File: config.mk
export PLATFORM = sky130hd
export DESIGN_NAME = alu_rr_scheduler
export DESIGN_NICKNAME = d
export VERILOG_FILES = /design/src/rtl/alu_rr_scheduler_pkg.sv /design/src/rtl/alu_rr_scheduler_rr_arbiter.sv /design/src/rtl/alu_rr_scheduler.sv
export SDC_FILE = /design/constraint.sdc
export NUM_CORES = 1
export LEC_CHECK = 0
export CAP_MARGIN = 20
export CORE_AREA = 2 2 161 163
export CTS_BUF_LIST = sky130_fd_sc_hd__clkbuf_16
export CTS_CLUSTER_SIZE = 30
export DETAILED_ROUTE_END_ITERATION = 10
export DIE_AREA = 0 0 163 165
export SYNTH_ARGS = -nofsm -noshare
export SYNTH_HDL_FRONTEND = slang
export SYNTH_SLANG_ARGS = --single-unit
export TNS_END_PERCENT = 20
File: constraint.sdc
create_clock -name clk -period 3.1 [get_ports clk]
set_clock_uncertainty 0.1 [all_clocks]
set_input_delay 0.62 -clock clk [delete_from_list [all_inputs] [get_ports clk]]
set_output_delay 0.62 -clock clk [all_outputs]
set_load 0.01 [all_outputs]
File: src/rtl/alu_rr_scheduler_pkg.sv
// Shared constants for the ALU round-robin scheduler: opcodes, FSM encodings
// and the illegal-opcode check used when capturing the ALU result.
package alu_rr_scheduler_pkg;

  // ALU opcodes; 3'b000 and 3'b111 are reserved and treated as illegal.
  localparam logic [2:0] OP_ADD = 3'b001;
  localparam logic [2:0] OP_SUB = 3'b010;
  localparam logic [2:0] OP_AND = 3'b011;
  localparam logic [2:0] OP_OR  = 3'b100;
  localparam logic [2:0] OP_XOR = 3'b101;
  localparam logic [2:0] OP_NOT = 3'b110;

  // Scheduler FSM encodings.
  localparam logic [1:0] S_IDLE = 2'd0;
  localparam logic [1:0] S_EXEC = 2'd1;
  localparam logic [1:0] S_RESP = 2'd2;

  // True for opcodes the ALU does not implement.
  function automatic logic op_illegal(input logic [2:0] op);
    return !(op inside {OP_ADD, OP_SUB, OP_AND, OP_OR, OP_XOR, OP_NOT});
  endfunction

endpackage

File: src/rtl/alu_rr_scheduler_rr_arbiter.sv
// Combinational round-robin arbiter: picks the first requesting index at or
// after ptr, wrapping around, and returns it one-hot and encoded.
module rr_arbiter #(
  parameter int NREQ = 4,
  parameter int ID_W = 2
) (
  input  logic [NREQ-1:0] req,
  input  logic [ID_W-1:0] ptr,
  output logic [NREQ-1:0] gnt,
  output logic [ID_W-1:0] gnt_idx,
  output logic            any
);

  logic [NREQ-1:0] below_ptr;
  logic [NREQ-1:0] masked;
  logic [NREQ-1:0] pick;

  // Requests at or above ptr win first; if none, wrap to the full vector.
  assign below_ptr = (NREQ'(1) << ptr) - NREQ'(1);
  assign masked    = req & ~below_ptr;
  assign pick      = (|masked) ? masked : req;
  // Isolate the lowest set bit of the chosen vector.
  assign gnt       = pick & (~pick + NREQ'(1));
  assign any       = |req;

  // One-hot to binary: each index bit is the OR of grants whose index has it set.
  for (genvar bi = 0; bi < ID_W; bi++) begin : g_enc
    logic [NREQ-1:0] sel;
    for (genvar gi = 0; gi < NREQ; gi++) begin : g_sel
      assign sel[gi] = gnt[gi] & (((gi >> bi) & 1) == 1);
    end
    assign gnt_idx[bi] = |sel;
  end

endmodule

File: src/rtl/alu_rr_scheduler.sv
// Time-shares one combinational ALU among NREQ requesters. A request is
// granted round-robin, its op/operands are held on the ALU for one EXEC cycle,
// and the registered result is returned with the requester id over a
// valid/ready response channel.
module alu_rr_scheduler
  import alu_rr_scheduler_pkg::*;
#(
  parameter int NREQ   = 4,
  parameter int DATA_W = 32,
  parameter int ID_W   = $clog2(NREQ)
) (
  input  logic                   clk,
  input  logic                   rst_n,
  input  logic [NREQ-1:0]        req_valid,
  output logic [NREQ-1:0]        req_ready,
  input  logic [3*NREQ-1:0]      req_opcode,
  input  logic [DATA_W*NREQ-1:0] req_op_a,
  input  logic [DATA_W*NREQ-1:0] req_op_b,
  output logic [2:0]             alu_opcode,
  output logic [DATA_W-1:0]      alu_op_a,
  output logic [DATA_W-1:0]      alu_op_b,
  input  logic [DATA_W-1:0]      alu_result,
  input  logic                   alu_overflow,
  output logic                   rsp_valid,
  input  logic                   rsp_ready,
  output logic [ID_W-1:0]        rsp_id,
  output logic [DATA_W-1:0]      rsp_data,
  output logic                   rsp_ovf,
  output logic                   rsp_err,
  output logic                   busy
);

  logic [1:0]        state_q,    state_d;
  logic [ID_W-1:0]   rr_ptr_q,   rr_ptr_d;
  logic [ID_W-1:0]   gnt_q,      gnt_d;
  logic [2:0]        op_q,       op_d;
  logic [DATA_W-1:0] a_q,        a_d;
  logic [DATA_W-1:0] b_q,        b_d;
  logic [ID_W-1:0]   rsp_id_q,   rsp_id_d;
  logic [DATA_W-1:0] rsp_data_q, rsp_data_d;
  logic              rsp_ovf_q,  rsp_ovf_d;
  logic              rsp_err_q,  rsp_err_d;

  logic [2:0]        opc_arr [NREQ];
  logic [DATA_W-1:0] a_arr   [NREQ];
  logic [DATA_W-1:0] b_arr   [NREQ];

  logic [NREQ-1:0]   arb_gnt;
  logic [ID_W-1:0]   arb_idx;
  logic              arb_any;
  logic              arb_en;
  logic              grant_fire;

  // Split the flattened request buses into per-requester views.
  for (genvar gi = 0; gi < NREQ; gi++) begin : g_unpack
    assign opc_arr[gi] = req_opcode[3*gi +: 3];
    assign a_arr[gi]   = req_op_a[DATA_W*gi +: DATA_W];
    assign b_arr[gi]   = req_op_b[DATA_W*gi +: DATA_W];
  end

  rr_arbiter #(
    .NREQ (NREQ),
    .ID_W (ID_W)
  ) u_arb (
    .req     (req_valid),
    .ptr     (rr_ptr_q),
    .gnt     (arb_gnt),
    .gnt_idx (arb_idx),
    .any     (arb_any)
  );

  // A grant may be issued from IDLE, or from RESP in the same cycle the
  // response is taken (back-to-back). Held off while reset is asserted.
  assign arb_en     = (state_q == S_IDLE) || ((state_q == S_RESP) && rsp_ready);
  assign grant_fire = arb_en && arb_any && rst_n;
  assign req_ready  = grant_fire ? arb_gnt : '0;

  // ALU inputs are parked at zero while idle, latched values otherwise.
  assign alu_opcode = (state_q == S_IDLE) ? '0 : op_q;
  assign alu_op_a   = (state_q == S_IDLE) ? '0 : a_q;
  assign alu_op_b   = (state_q == S_IDLE) ? '0 : b_q;

  assign rsp_valid  = (state_q == S_RESP);
  assign rsp_id     = rsp_id_q;
  assign rsp_data   = rsp_data_q;
  assign rsp_ovf    = rsp_ovf_q;
  assign rsp_err    = rsp_err_q;
  assign busy       = (state_q != S_IDLE);

  // Next-state logic: FSM transitions, operand latch on grant, result capture in EXEC.
  always_comb begin
    state_d    = state_q;
    rr_ptr_d   = rr_ptr_q;
    gnt_d      = gnt_q;
    op_d       = op_q;
    a_d        = a_q;
    b_d        = b_q;
    rsp_id_d   = rsp_id_q;
    rsp_data_d = rsp_data_q;
    rsp_ovf_d  = rsp_ovf_q;
    rsp_err_d  = rsp_err_q;
    case (state_q)
      S_IDLE: begin
        if (grant_fire) state_d = S_EXEC;
      end
      S_EXEC: begin
        rsp_id_d = gnt_q;
        if (op_illegal(op_q)) begin
          rsp_data_d = '0;
          rsp_ovf_d  = 1'b0;
          rsp_err_d  = 1'b1;
        end else begin
          rsp_data_d = alu_result;
          rsp_ovf_d  = alu_overflow;
          rsp_err_d  = 1'b0;
        end
        rr_ptr_d = (gnt_q == ID_W'(NREQ - 1)) ? '0 : gnt_q + ID_W'(1);
        state_d  = S_RESP;
      end
      S_RESP: begin
        if (rsp_ready) state_d = grant_fire ? S_EXEC : S_IDLE;
      end
      default: state_d = S_IDLE;
    endcase
    if (grant_fire) begin
      gnt_d = arb_idx;
      op_d  = opc_arr[arb_idx];
      a_d   = a_arr[arb_idx];
      b_d   = b_arr[arb_idx];
    end
  end

  // State and datapath registers; reset drops any in-flight operation.
  always_ff @(posedge clk or negedge rst_n) begin
    if (!rst_n) begin
      state_q    <= S_IDLE;
      rr_ptr_q   <= '0;
      gnt_q      <= '0;
      op_q       <= '0;
      a_q        <= '0;
      b_q        <= '0;
      rsp_id_q   <= '0;
      rsp_data_q <= '0;
      rsp_ovf_q  <= 1'b0;
      rsp_err_q  <= 1'b0;
    end else begin
      state_q    <= state_d;
      rr_ptr_q   <= rr_ptr_d;
      gnt_q      <= gnt_d;
      op_q       <= op_d;
      a_q        <= a_d;
      b_q        <= b_d;
      rsp_id_q   <= rsp_id_d;
      rsp_data_q <= rsp_data_d;
      rsp_ovf_q  <= rsp_ovf_d;
      rsp_err_q  <= rsp_err_d;
    end
  end

endmodule
## Word-level counts from Yosys, hierarchy flattened

Cells that the tools add are included.

| cells by class | value |
|---|---|
| $add $sub $neg | 3 |
| magnitude comparators | 1 |
| equality and inequality tests | 11 |
| shift operators | 1 |
| muxes and demuxes | 22 |
| bitwise operators | 5 |
| reductions and logical operators | 12 |

Operator list:

| kind | count |
|---|---|
| 2-to-1 mux 32 bit | 7 |
| binary-select mux 32 bit (select 2 bit) | 2 |
| == test 3 bit (second input constant) | 3 |
| 2-to-1 mux 3 bit | 3 |
| AND 4 bit | 2 |
| 2-to-1 mux 4 bit | 2 |
| inverter 4 bit | 2 |
| OR reduction 4 bit | 2 |
| binary-select mux 3 bit (select 2 bit) | 1 |
| == test 3 x 2 -> 1 bit (second input constant) | 2 |
| 2-to-1 mux 2 bit | 3 |
| one-hot mux 2 bit (3 select lines) | 1 |
| nonzero test 6 bit | 1 |
| adder 4 x 1 -> 4 bit (second input constant) | 1 |
| == test 2 bit (second input constant) | 2 |
| OR reduction 2 bit | 2 |
| left shift 1 x 2 -> 4 bit (first input constant) | 1 |
| subtractor 4 x 2 -> 4 bit (second input constant) | 1 |
| == test 3 x 1 -> 1 bit (second input constant) | 1 |
| >= comparator 3 bit (second input constant) | 1 |
| logical AND 1 bit | 3 |
| 2-to-1 mux 1 bit | 3 |
| inverter 2 -> 3 bit | 1 |
| adder 2 x 1 -> 2 bit (second input constant) | 1 |
| other kinds (7) | 7 |

| storage, ports and cells | value |
|---|---|
| flip-flop bits (word level) | 109 |
| input bits | 308 |
| output and inout port bits | 109 |
| word-level logic and storage cells | 65 |

## Depth between registers and ports, before layout

Gate-level depths: netlist (run 1).

| logic depth | value |
|---|---|
| word-level depth | 14 |
| depth in mapped cells | 9 |

## Modules after synthesis

Synthesis (run 1) repeated with hierarchy kept, for this count alone.

| unflattened totals | value |
|---|---|
| cells, all modules | 434 |
| area total of the unflattened synthesis | 6,342.3 um2 |

Modules (own cells, without submodules):

| module | instances | cells an instance | area an instance (um2) |
|---|---|---|---|
| alu_rr_scheduler | 1 | 407 | 6,173.4 |
| rr_arbiter | 1 | 27 | 168.9 |

## Worst setup path before layout (run 1)

Ideal clock, no wire load.

| timing | value |
|---|---|
| kind | input-to-output |
| start | input port req_valid[2] |
| end | output port req_ready[1] |
| data arrival time | 1.914 ns |
| slack | 0.466 ns |
| cell stages on the path | 6 |
| path buffers | 3 |
| path through | buf_2 -> o41ai_2 -> inv_1 -> buf_2 -> clkbuf_1 -> and2_1 |

| between the ends | value |
|---|---|
| longest elaborated chain between the ends | 7 |
| elaborated cells between the ends (all ways) | 10 |
| those cells by class | add/sub: 1; mux: 2; bitwise: 3; reduce/logical: 4 |

RTL lines:

| item | RTL line | source |
|---|---|---|
| start, declared | alu_rr_scheduler.sv:14 | `input logic [NREQ-1:0] req_valid,` |
| AND 4 bit | alu_rr_scheduler_rr_arbiter.sv:20 | `assign masked = req & ~below_ptr;` |
| OR reduction 4 bit | alu_rr_scheduler_rr_arbiter.sv:21 | `assign pick = (\|masked) ? masked : req;` |
| 2-to-1 mux 4 bit | alu_rr_scheduler_rr_arbiter.sv:21 |  |
| inverter 4 bit | alu_rr_scheduler_rr_arbiter.sv:23 | `assign gnt = pick & (~pick + NREQ'(1));` |
| adder 4 x 1 -> 4 bit | alu_rr_scheduler_rr_arbiter.sv:23 |  |
| AND 4 bit | alu_rr_scheduler_rr_arbiter.sv:23 |  |
| 2-to-1 mux 4 bit (*) | alu_rr_scheduler.sv:76 | `assign req_ready = grant_fire ? arb_gnt : '0;` |
| end, declared | alu_rr_scheduler.sv:15 | `output logic [NREQ-1:0] req_ready,` |

Every way passes the cells marked *; elsewhere a longest branch is shown, timed or not.

## Worst setup path after layout (run 1)

| timing | value |
|---|---|
| start | input port rsp_ready |
| end | output port req_ready[3] |

| between the ends | value |
|---|---|
| longest elaborated chain between the ends | 5 |

RTL lines:

| item | RTL line | source |
|---|---|---|
| start, declared | alu_rr_scheduler.sv:25 | `input logic rsp_ready,` |
| logical AND 1 bit | alu_rr_scheduler.sv:74 | `assign arb_en = (state_q == S_IDLE) \|\| ((state_q == S_RESP) && rsp_ready);` |
| logical OR 1 bit | alu_rr_scheduler.sv:74 |  |
| logical AND 1 bit (2 in a row) | alu_rr_scheduler.sv:75 | `assign grant_fire = arb_en && arb_any && rst_n;` |
| 2-to-1 mux 4 bit | alu_rr_scheduler.sv:76 |  |

No other way between the ends.

==> reports/metrics.yaml, run 1 <==
drt:
  routed_via_density: 5.41
  dr.pass1.iters: 5
  drt-initial-drc-count: 467
  routedWlPerCell_um: 20.9
  drc: 0
  routed_wl_um: 30700
  num_vias: 7940
  drtAntennaViolNets: 0
setup_path:
  cp-end-kind: "output pin"
  regToRegSetupSlack_ps: 880
  path_max_fanout: 5
  arrival_ps: 2250
  start_kind: "input port"
  crit_type: "input port to output pin"
  cp.required_ps: 2380
clock_tree:
  htree_levels: 3
  cts_tree: "done"
  ctsHoldBuffers: 0
  post_cts_buffers: 0
  cts-buffers-inserted: 9
  clk_pin_slew_ps: 100
  cts_root_buffer: "clkbuf_16"
  clockBufferDepth: 2
  clk_latency_ps: 370
  cts.sink_count: 109
logic_synthesis:
  ys_ff_latch: 109
  ys_seq_area_share_pct: 39.1
  synth_area_mm2: 0.00697
  async_flop_share_pct: 100
  yosysTopAreaCell: "dfrtp_1"
  avgSynthCellArea_um2: 8.99
  syn-num-nets: 1085
  synth_most_common_cell: "dfrtp_1"
  syn-instance-count: 776
  synth_warnings: 0
  synth_edf_count: 0
  synth_flop_cell: "dfrtp_1"
  synth_cell_types: 35
  synth_top_area_share_pct: 39.1
  synth_area_leaders: "dfrtp_1 (39%), o221ai_1 (8.5%), a21o_1 (7.3%)"
  synth_common_cells: "dfrtp_1 (109), clkbuf_1 (74), nor2_1 (74)"
power_and_ir_drop:
  ir_drop_mv: 0.313
  power_mw: 8.80
  cellLeakagePower_nw: 4.55
  power_density_mw_per_mm2: 747
placement:
  gp_congestion: 0.897
  dp_hpwl_um: 21300
  place_area_mm2: 0.0115
  portBuffers: 416
  dp.cells: 1450
timing:
  worst_pin_slew_ps: 796
  hold_viol: 0
  finalSetupViolCount: 0
  finalMaxSlewViolations: 0
  rsz0062_at_grt: "no"
  maxClockFrequency_ghz: 0.336
  slew_headroom_pct: 47.0
  fin_crit_sh_pct: 95.9
  finalSetupTns_ps: 0
  min_period_ps: 2970
global_routing:
  grt-ovfl-total: 0
  grt_pass1_wl_um: 45400
  grt_pass1_vias: 7702
  grtUsageTotal_pct: 21.9
  grt_antenna_before_repair: 2
  grt_max_degree: 83
cells_and_area:
  design_area_mm2: 0.0118
  syn2layout_area_growth_pct: 69.0
  drive_gt1_share_pct: 6.16
  fin_cells: 1468
  finalNetCount: 1440
floorplanning:
  io_pins: 417
  core_mm2: 0.0250
  die_x_um: 163
  die_y_um: 165
  dieArea_mm2: 0.0269
  start_util_pct: 27.9
  rows: 58
outcome:
  status: "complete, no violations"
min_path:
  hold_class: "input port to async pin"
job:
  maxCapViolations: 0
==> worst max-delay path, stage by stage <==
cell and delay [ps]:
clkdlybuf4s50_1 480, nor2b_1 50, nor3b_1 220, o41ai_2 110, buf_4 160, buf_4 140, nor2_1 130, dlygate4sd2_1 350
==> layer usage <==
layer / track usage (%) / up-vias / routed length [um]
li1: - / 3733 / -
met1: 27.5 / 3795 / 12900
met2: 36.1 / 356 / 14500
met3: 5.02 / 56 / 2280
met4: 9.90 / 0 / 1030
met5: 0 / - / 0
==> final timing paths <==
| kind | startpoint | to | cells after the start |
|---|---|---|---|
| max in group asynchronous | rst_n | a_q[10] | 3 |
| hold / removal | rst_n | rr_ptr_q[1] | 2 |
| hold reg to reg | rsp_data[30] | rsp_data[30] | 1 |
| min in group clk | rsp_data[30] | rsp_data[30] | 1 |
| setup / recovery | rsp_ready | req_ready[3] | 8 |
| setup reg to reg | rr_ptr_q[1] | b_q[16] | 6 |
==> report_power, final <==
group          internal, mW  switching, mW
clock network         0.595          0.676
logic                  2.59           2.49
registers              2.08          0.370
total                  5.27           3.54
==> through the flow <==
step / utilization, % / hold WS [ps] / setup WS [ps]
2_1_floorplan: - / 224 / 466
3_3_place_gp: 45.8 / 388 / -159
3_5_place_dp: 45.8 / 391 / -154
4_1_cts: 47.1 / 374 / 114
5_1_grt: 47.1 / 395 / 49.4
6_report: 47.1 / 319 / 127
==> flip-flops by register name, summed over array words and instances (netlist names) <==
signal,cells
a_q,32
b_q,32
gnt_q,2
op_q,3
rr_ptr_q,2
rsp_data,32
rsp_err,1
rsp_id,2
rsp_ovf,1
state_q,2
==> layout make-up <==
class	count	area, um^2
Inverter	5	21.3
Fill cell	2424	13300
Clock buffer	9	225
Timing Repair Buffer	451	4530
Antenna cell	2	5.00
Multi-Input combinational cell	555	3770
Tap cell	330	413
Sequential cell	109	2730
Clock inverter	7	88.8
==> cell usage in the layout, fill, tap and decap left out, drive strengths merged <==
cell type	Yosys	final
o22ai	2	2
dfrtp	109	109
o221a	1	1
dlygate4sd2	0	4
a31oi	67	67
ha	1	1
clkinv	0	1
and2	69	69
clkdlybuf4s50	0	411
nor3b	1	1
a21o	68	68
o221ai	68	68
mux2	4	4
buf	33	36
a22o	33	33
nand3	1	1
nor2	74	74
nor3	2	2
and3	3	3
o21ai	5	5
o21a	1	1
clkbuf	74	9
diode	0	2
or2	2	2
a21oi	8	8
inv	5	11
o41ai	1	1
nor2b	1	1
nand2b	3	3
nand2	5	5
o31ai	68	68
nand4	67	67
==> what timing repair did <==
item                                    CTS  global route
endpoints found under the setup margin    4             0
resized for setup                         4             0
endpoints found under the hold margin     0             0
==> logic make-up (layout without fill, tap and decap cells) <==
group / after synthesis / in the layout / synth area share (%)
AOI/OAI and AO/OA: 322 / 322 / 35.0
adders and majority gates: 1 / 1 / 0.179
buffers and inverters: 112 / 472 / 7.28
DFF: 109 / 109 / 39.1
muxes: 4 / 4 / 0.700
other: 0 / 2 / 0
and+or+nand+nor: 228 / 228 / 17.7
Power figures use the tool's default switching activity.
==> run 2: changes to the inputs <==
--- a/config.mk
+++ b/config.mk
@@ -7,7 +7,7 @@
 export LEC_CHECK = 0
 export CAP_MARGIN = 20
 export CORE_AREA = 2 2 161 163
-export CTS_BUF_LIST = sky130_fd_sc_hd__clkbuf_16
+export CTS_CLUSTER_DIAMETER = 50
 export CTS_CLUSTER_SIZE = 30
 export DETAILED_ROUTE_END_ITERATION = 10
 export DIE_AREA = 0 0 163 165
==> results of run 2 <==
Same layout as run 1: the final DEF is identical, and so are final timing and power.
==> RTL change 1, RTL diff (config.mk and constraints of run 2) <==
`a_q`, `b_q` and `rsp_data_q` no longer have a reset.
--- a/src/rtl/alu_rr_scheduler.sv
+++ b/src/rtl/alu_rr_scheduler.sv
@@ -137,10 +137,7 @@
       rr_ptr_q   <= '0;
       gnt_q      <= '0;
       op_q       <= '0;
-      a_q        <= '0;
-      b_q        <= '0;
       rsp_id_q   <= '0;
-      rsp_data_q <= '0;
       rsp_ovf_q  <= 1'b0;
       rsp_err_q  <= 1'b0;
     end else begin
@@ -148,13 +145,16 @@
       rr_ptr_q   <= rr_ptr_d;
       gnt_q      <= gnt_d;
       op_q       <= op_d;
-      a_q        <= a_d;
-      b_q        <= b_d;
       rsp_id_q   <= rsp_id_d;
-      rsp_data_q <= rsp_data_d;
       rsp_ovf_q  <= rsp_ovf_d;
       rsp_err_q  <= rsp_err_d;
     end
   end
 
+  always_ff @(posedge clk) begin
+    a_q        <= a_d;
+    b_q        <= b_d;
+    rsp_data_q <= rsp_data_d;
+  end
+
 endmodule
Function: differs if rst_n is asserted again (counterexample within 4 cycles, from zero or initial values and one cycle with rst_n low); with rst_n held inactive, the same outputs for 4 cycles.
==> RTL change 1 against run 2 <==
- sequential cell count is the same
- sequential power shrank 7%
- area after synthesis fell by 7.5%
- worst setup slack worse by 42 ps
- cell area decreased by 2.9%
- critical path depth fell by 3
- combinational power is 25% lower
- power decreased by 17%
- wire length fell by 13%
- sequential share of layout area up 4.9 points
- critical endpoint is now req_ready[1]
- highest routed layer unchanged
==> RTL change 1: results (changes against run 2) <==
status - completed (unchanged)
routed wire length - 26700 um (was 30700 um)
CTS Buf Count - 9 (unchanged)
layout cells sized above 1 - 0.0534 (was 0.0616)
VDD IR-drop max - 0.474 mV (was 0.313 mV)
drt initial violations - 405 (was 467)
initial antenna violation count - 3 (was 2)
CTS max path bufs - 2 (unchanged)
Leak Pwr - 4.47 nW (was 4.55 nW)
TritonRoute pass-1 iters - 5 (unchanged)
reg2reg path depth - 7 (was 6)
actual slew at the worst max-slew pin - 512 ps (was 796 ps)
post-synthesis mux area share - 0.00679 (was 0.00700)
sequential cell area fraction in the yosys report - 0.497 (was 0.391)
fill cell count - 2464 (was 2424)
leading cell types by count after synthesis - nand2_1 (268), and2_1 (101), edfxtp_1 (96) (was dfrtp_1 (109), clkbuf_1 (74), nor2_1 (74))
worst hold stages - 2
crit path DAT - 2290 ps (was 2250 ps)
Area contributors post-synth - edfxtp_1 (45%), nand2_1 (16%), and2_1 (9.8%), and3_1 (6.5%), a31oi_1 (6.2%) (was dfrtp_1 (39%), o221ai_1 (8.5%), a21o_1 (7.3%), o31ai_1 (7.3%), and2_1 (6.2%))
ys async rst share - 0.119 (was 1.00)
largest net degree at the start of global routing - 50 (was 83)
vias in the first global route - 6672 (was 7702)
root buffer cell - clkbuf_16 (unchanged)
H-tree Lvls - 3 (unchanged)
Worst-Skew Late Latency - 360 ps
gpl congestion - 0.901 (was 0.897)
placed wire-length estimate - 20100 um (was 21300 um)
global-route wire length before repair - 38100 um (was 45400 um)
vias - 6798 (was 7940)
post-synthesis compound-gate area fraction - 0.101 (was 0.350)
Nets - 1446 (was 1440)
Final ANT Viol Nets - 0 (unchanged)
Post-Synth Adder-Cell Area - 0.00194 (was 0.00179)
Tot GR Track Use - 0.189 (was 0.219)
post-synthesis cell type count - 42 (was 35)
Ys Warns - 0 (unchanged)
CTS clock-pin slew for the worst setup and hold paths - 90 ps
IO buf count - 416 (unchanged)
syn nets - 1047 (was 1085)
Critical Path Fanout Max - 5 (unchanged)
Post-synth EDFFs - 96 (was 0)
worst hold path type - register to register (was input port to async pin)
Top FF cell, synth - edfxtp_1 (was dfrtp_1)
XOR/XNOR Fraction of Synth Area - 0 (unchanged)
RTL change 1: what timing repair did:
action | in CTS | in global routing
endpoints found under the setup margin | 0 | 1
buffers inserted | 0 | 0
resized for setup | 0 | 1
RTL change 1: critical path, cell delays in order:
cell	delay (ps)
clkdlybuf4s50_1	470
or4_1	550
nand3_1	120
nor2_1	50
clkdlybuf4s50_1	480
RTL change 1: final timing paths:
path	start	end	slack, ps
max	req_valid[2]	req_ready[1]	90
max reg2reg	rr_ptr_q[1]	a_q[20]	780
min in group asynchronous	rst_n	rsp_ovf	480
max in group asynchronous	rst_n	rr_ptr_q[0]	2250
min reg2reg	rsp_ovf	rsp_ovf	390
min	rsp_ovf	rsp_ovf	390
RTL change 1: area by class of cell:
cell class                      count  area (um^2)  share of cell area
Clock buffer                        9          225              0.0197
Multi-Input combinational cell    563         2930               0.256
Clock inverter                      7         91.3             0.00798
Antenna cell                        3         7.51            0.000656
Timing Repair Buffer              448         4540               0.397
Tap cell                          330          413              0.0361
Inverter                            6         23.8             0.00208
Sequential cell                   109         3210               0.280
RTL change 1: metal layers:
layer / wire, um / up-vias / share of wire / GRT usage
li1: - / 3335 / - / -
met5: 0 / - / 0 / 0
met1: 10100 / 3116 / 0.38 / 0.212
met2: 13700 / 309 / 0.51 / 0.340
met3: 2260 / 38 / 0.085 / 0.0545
met4: 672 / 0 / 0.025 / 0.0672
RTL change 1: power by group:
part / switching [mW] / internal [mW]
combinational: 1.89 / 1.90
clock: 0.670 / 0.593
sequential: 0.149 / 2.14
RTL change 1: cells by family after synthesis:
family | count (synthesis)
multiplexers | 4
AO/OA/AOI/OAI | 98
adder cells (fa/ha/maj) | 1
flip-flops | 109
AND/OR/NAND/NOR | 460
buffers and inverters | 66
RTL change 1: stage by stage:
step | setup WS (ps) | cell area, um^2 | utilization | cells | hold WS (ps)
2_1_floorplan | 82.2 | 6450 | - | 738 | 224
3_3_place_gp | 117 | 11100 | 0.444 | 1456 | 364
3_5_place_dp | 96.1 | 11100 | 0.444 | 1456 | 373
4_1_cts | 91.0 | 11400 | 0.457 | 1472 | 394
5_1_grt | 14.1 | 11400 | 0.457 | 1473 | 431
6_report | 85.2 | 11400 | 0.457 | 1475 | 389
==> RTL change 2, RTL diff (settings of run 2) <==
Without the edit above. Set the parameter `DATA_W` to 16 (it was 32).
--- a/src/rtl/alu_rr_scheduler.sv
+++ b/src/rtl/alu_rr_scheduler.sv
@@ -6,7 +6,7 @@
   import alu_rr_scheduler_pkg::*;
 #(
   parameter int NREQ   = 4,
-  parameter int DATA_W = 32,
+  parameter int DATA_W = 16,
   parameter int ID_W   = $clog2(NREQ)
 ) (
   input  logic                   clk,
Interface: changed (6 resized); port bits go from 417 to 225. The function was not compared with the original's and may differ.
==> RTL change 2 against run 2 <==
- power fell by 40%
- cell area fell by 38%
- sequential cell count fell by 48
- die area did not move
- area after synthesis fell by 37%
- wire length fell by 40%
- final cell count fell by 33%
- worst setup slack got worse by 61 ps
- utilization fell by 18 points
- largest power group unchanged
==> RTL change 2: results (changes against run 2) <==
CTS clock-pin slew for the worst setup and hold paths - 60 ps (was 100 ps)
layout cells sized above 1 - 0.185 (was 0.0616)
M1 WL - 7960 um (was 12900 um)
Nets - 810 (was 1440)
reg2reg path depth - 5 (was 6)
reg2reg end - a_q[8] (was b_q[16])
Critical Path Fanout Max - 6 (was 5)
Worst path max stage delay - 530 ps (was 480 ps)
Leak Pwr - 2.86 nW (was 4.55 nW)
Setup crit end - req_ready[0] (was req_ready[3])
root buffer cell - clkbuf_16 (unchanged)
number of vias per cell - 4.57 (was 5.41)
largest net degree at the start of global routing - 62 (was 83)
syn nets - 603 (was 1085)
drt initial violations - 280 (was 467)
gpl congestion - 0.781 (was 0.897)
post-synthesis cell type count - 41 (was 35)
global-route wire length before repair - 27100 um (was 45400 um)
Switching Power - 2.07 mW (was 3.54 mW)
Ys Warns - 0 (unchanged)
worst hold path type - register to register (was input port to async pin)
VDD IR-drop max - 0.290 mV (was 0.313 mV)
Post-Place Cells - 964 (was 1450)
status - completed (unchanged)
Tot GR Track Use - 0.133 (was 0.219)
fill cell count - 2662 (was 2424)
Met2 Wirelength - 8690 um (was 14500 um)
IO buf count - 224 (was 416)
sequential cell area fraction in the yosys report - 0.348 (was 0.391)
CTS Buf Count - 9 (unchanged)
met3 wire length - 1130 um (was 2280 um)
Post-Synthesis Cells - 438 (was 776)
WL/cell - 18.6 um (was 20.9 um)
Worst-Skew Late Latency - 330 ps (was 370 ps)
Crit. Startpoint - req_valid[2] (was rsp_ready)
setup slack, reg-to-reg - 730 ps (was 880 ps)
actual slew at the worst max-slew pin - 847 ps (was 796 ps)
initial antenna violation count - 1 (was 2)
leading cell types by count after synthesis - dfrtp_1 (61), nor2_1 (42), inv_1 (40) (was dfrtp_1 (109), clkbuf_1 (74), nor2_1 (74))
H-tree Lvls - 3 (unchanged)
TritonRoute pass-1 iters - 6 (was 5)
crit path DAT - 2310 ps (was 2250 ps)
vias - 4479 (was 7940)
slowest CP cell - clkdlybuf4s50_1 (unchanged)
placed wire-length estimate - 13400 um (was 21300 um)
hold_ws - 394 ps (was 319 ps)
Area contributors post-synth - dfrtp_1 (35%), o221ai_2 (10%), o211ai_2 (8.6%), and4_1 (7.0%), o31a_1 (7.0%) (was dfrtp_1 (39%), o221ai_1 (8.5%), a21o_1 (7.3%), o31ai_1 (7.3%), and2_1 (6.2%))
## RTL change 2: changes by cell type in the layout (fill, tap and decap cells not counted), sizes merged, moves of 48 or more
cell           before  now
clkdlybuf4s50     411  220
nand4              67    0
a21o               68    1
o31ai              68    1
dfrtp             109   61
a31oi              67    0
and2               69    2
## RTL change 2: layout make-up
type,instances,share of cell area
diodes,1,0.000342
clock buffers,10,0.0327
flip-flops and latches,61,0.209
clock inverters,6,0.00855
inverters,41,0.0210
multi-input cells,281,0.330
well taps,330,0.0565
repair buffers,251,0.342
## RTL change 2: power groups by stage
stage	Clock [mW]	Combinational (mW)	Sequential (mW)
after floorplan	0	1.68	1.36
after global placement	0	2.98	1.34
after detailed placement	0	2.99	1.35
after CTS	1.07	3.01	1.33
after global routing	1.09	3.22	1.38
final	1.03	2.96	1.33
## RTL change 2: timing repair
| action | CTS | global route |
|---|---|---|
| gates resized for setup | 0 | 4 |
| endpoints found under the hold margin | 0 | 0 |
| endpoints found under the setup margin | 0 | 4 |
## RTL change 2: through the flow
stage	setup slack [ps]	total power, mW	instance area (um^2)	setup TNS [ps]
detailed placement	10.8	4.34	7000	0
finish	65.7	5.32	7310	0
floorplan	474	3.05	4380	0
global route	-43.0	5.69	7310	-43.0
global placement	61.8	4.32	7000	0
CTS	18.2	5.41	7300	0
## RTL change 2: per-layer routing
metal  track usage  vias up
met5             0        -
met4        0.0559        0
met2         0.222      178
met1         0.163     2148
li1              -     2123
met3        0.0357       30
## RTL change 2: cell families after synthesis
logic type | after synthesis | share of synthesized area
adder cells (fa/ha/maj) | 1 | 0.00286
AO/OA/AOI/OAI | 177 | 0.389
AND/OR/NAND/NOR | 98 | 0.141
buffers and inverters | 96 | 0.106
multiplexers | 5 | 0.0126
flip-flops | 61 | 0.348
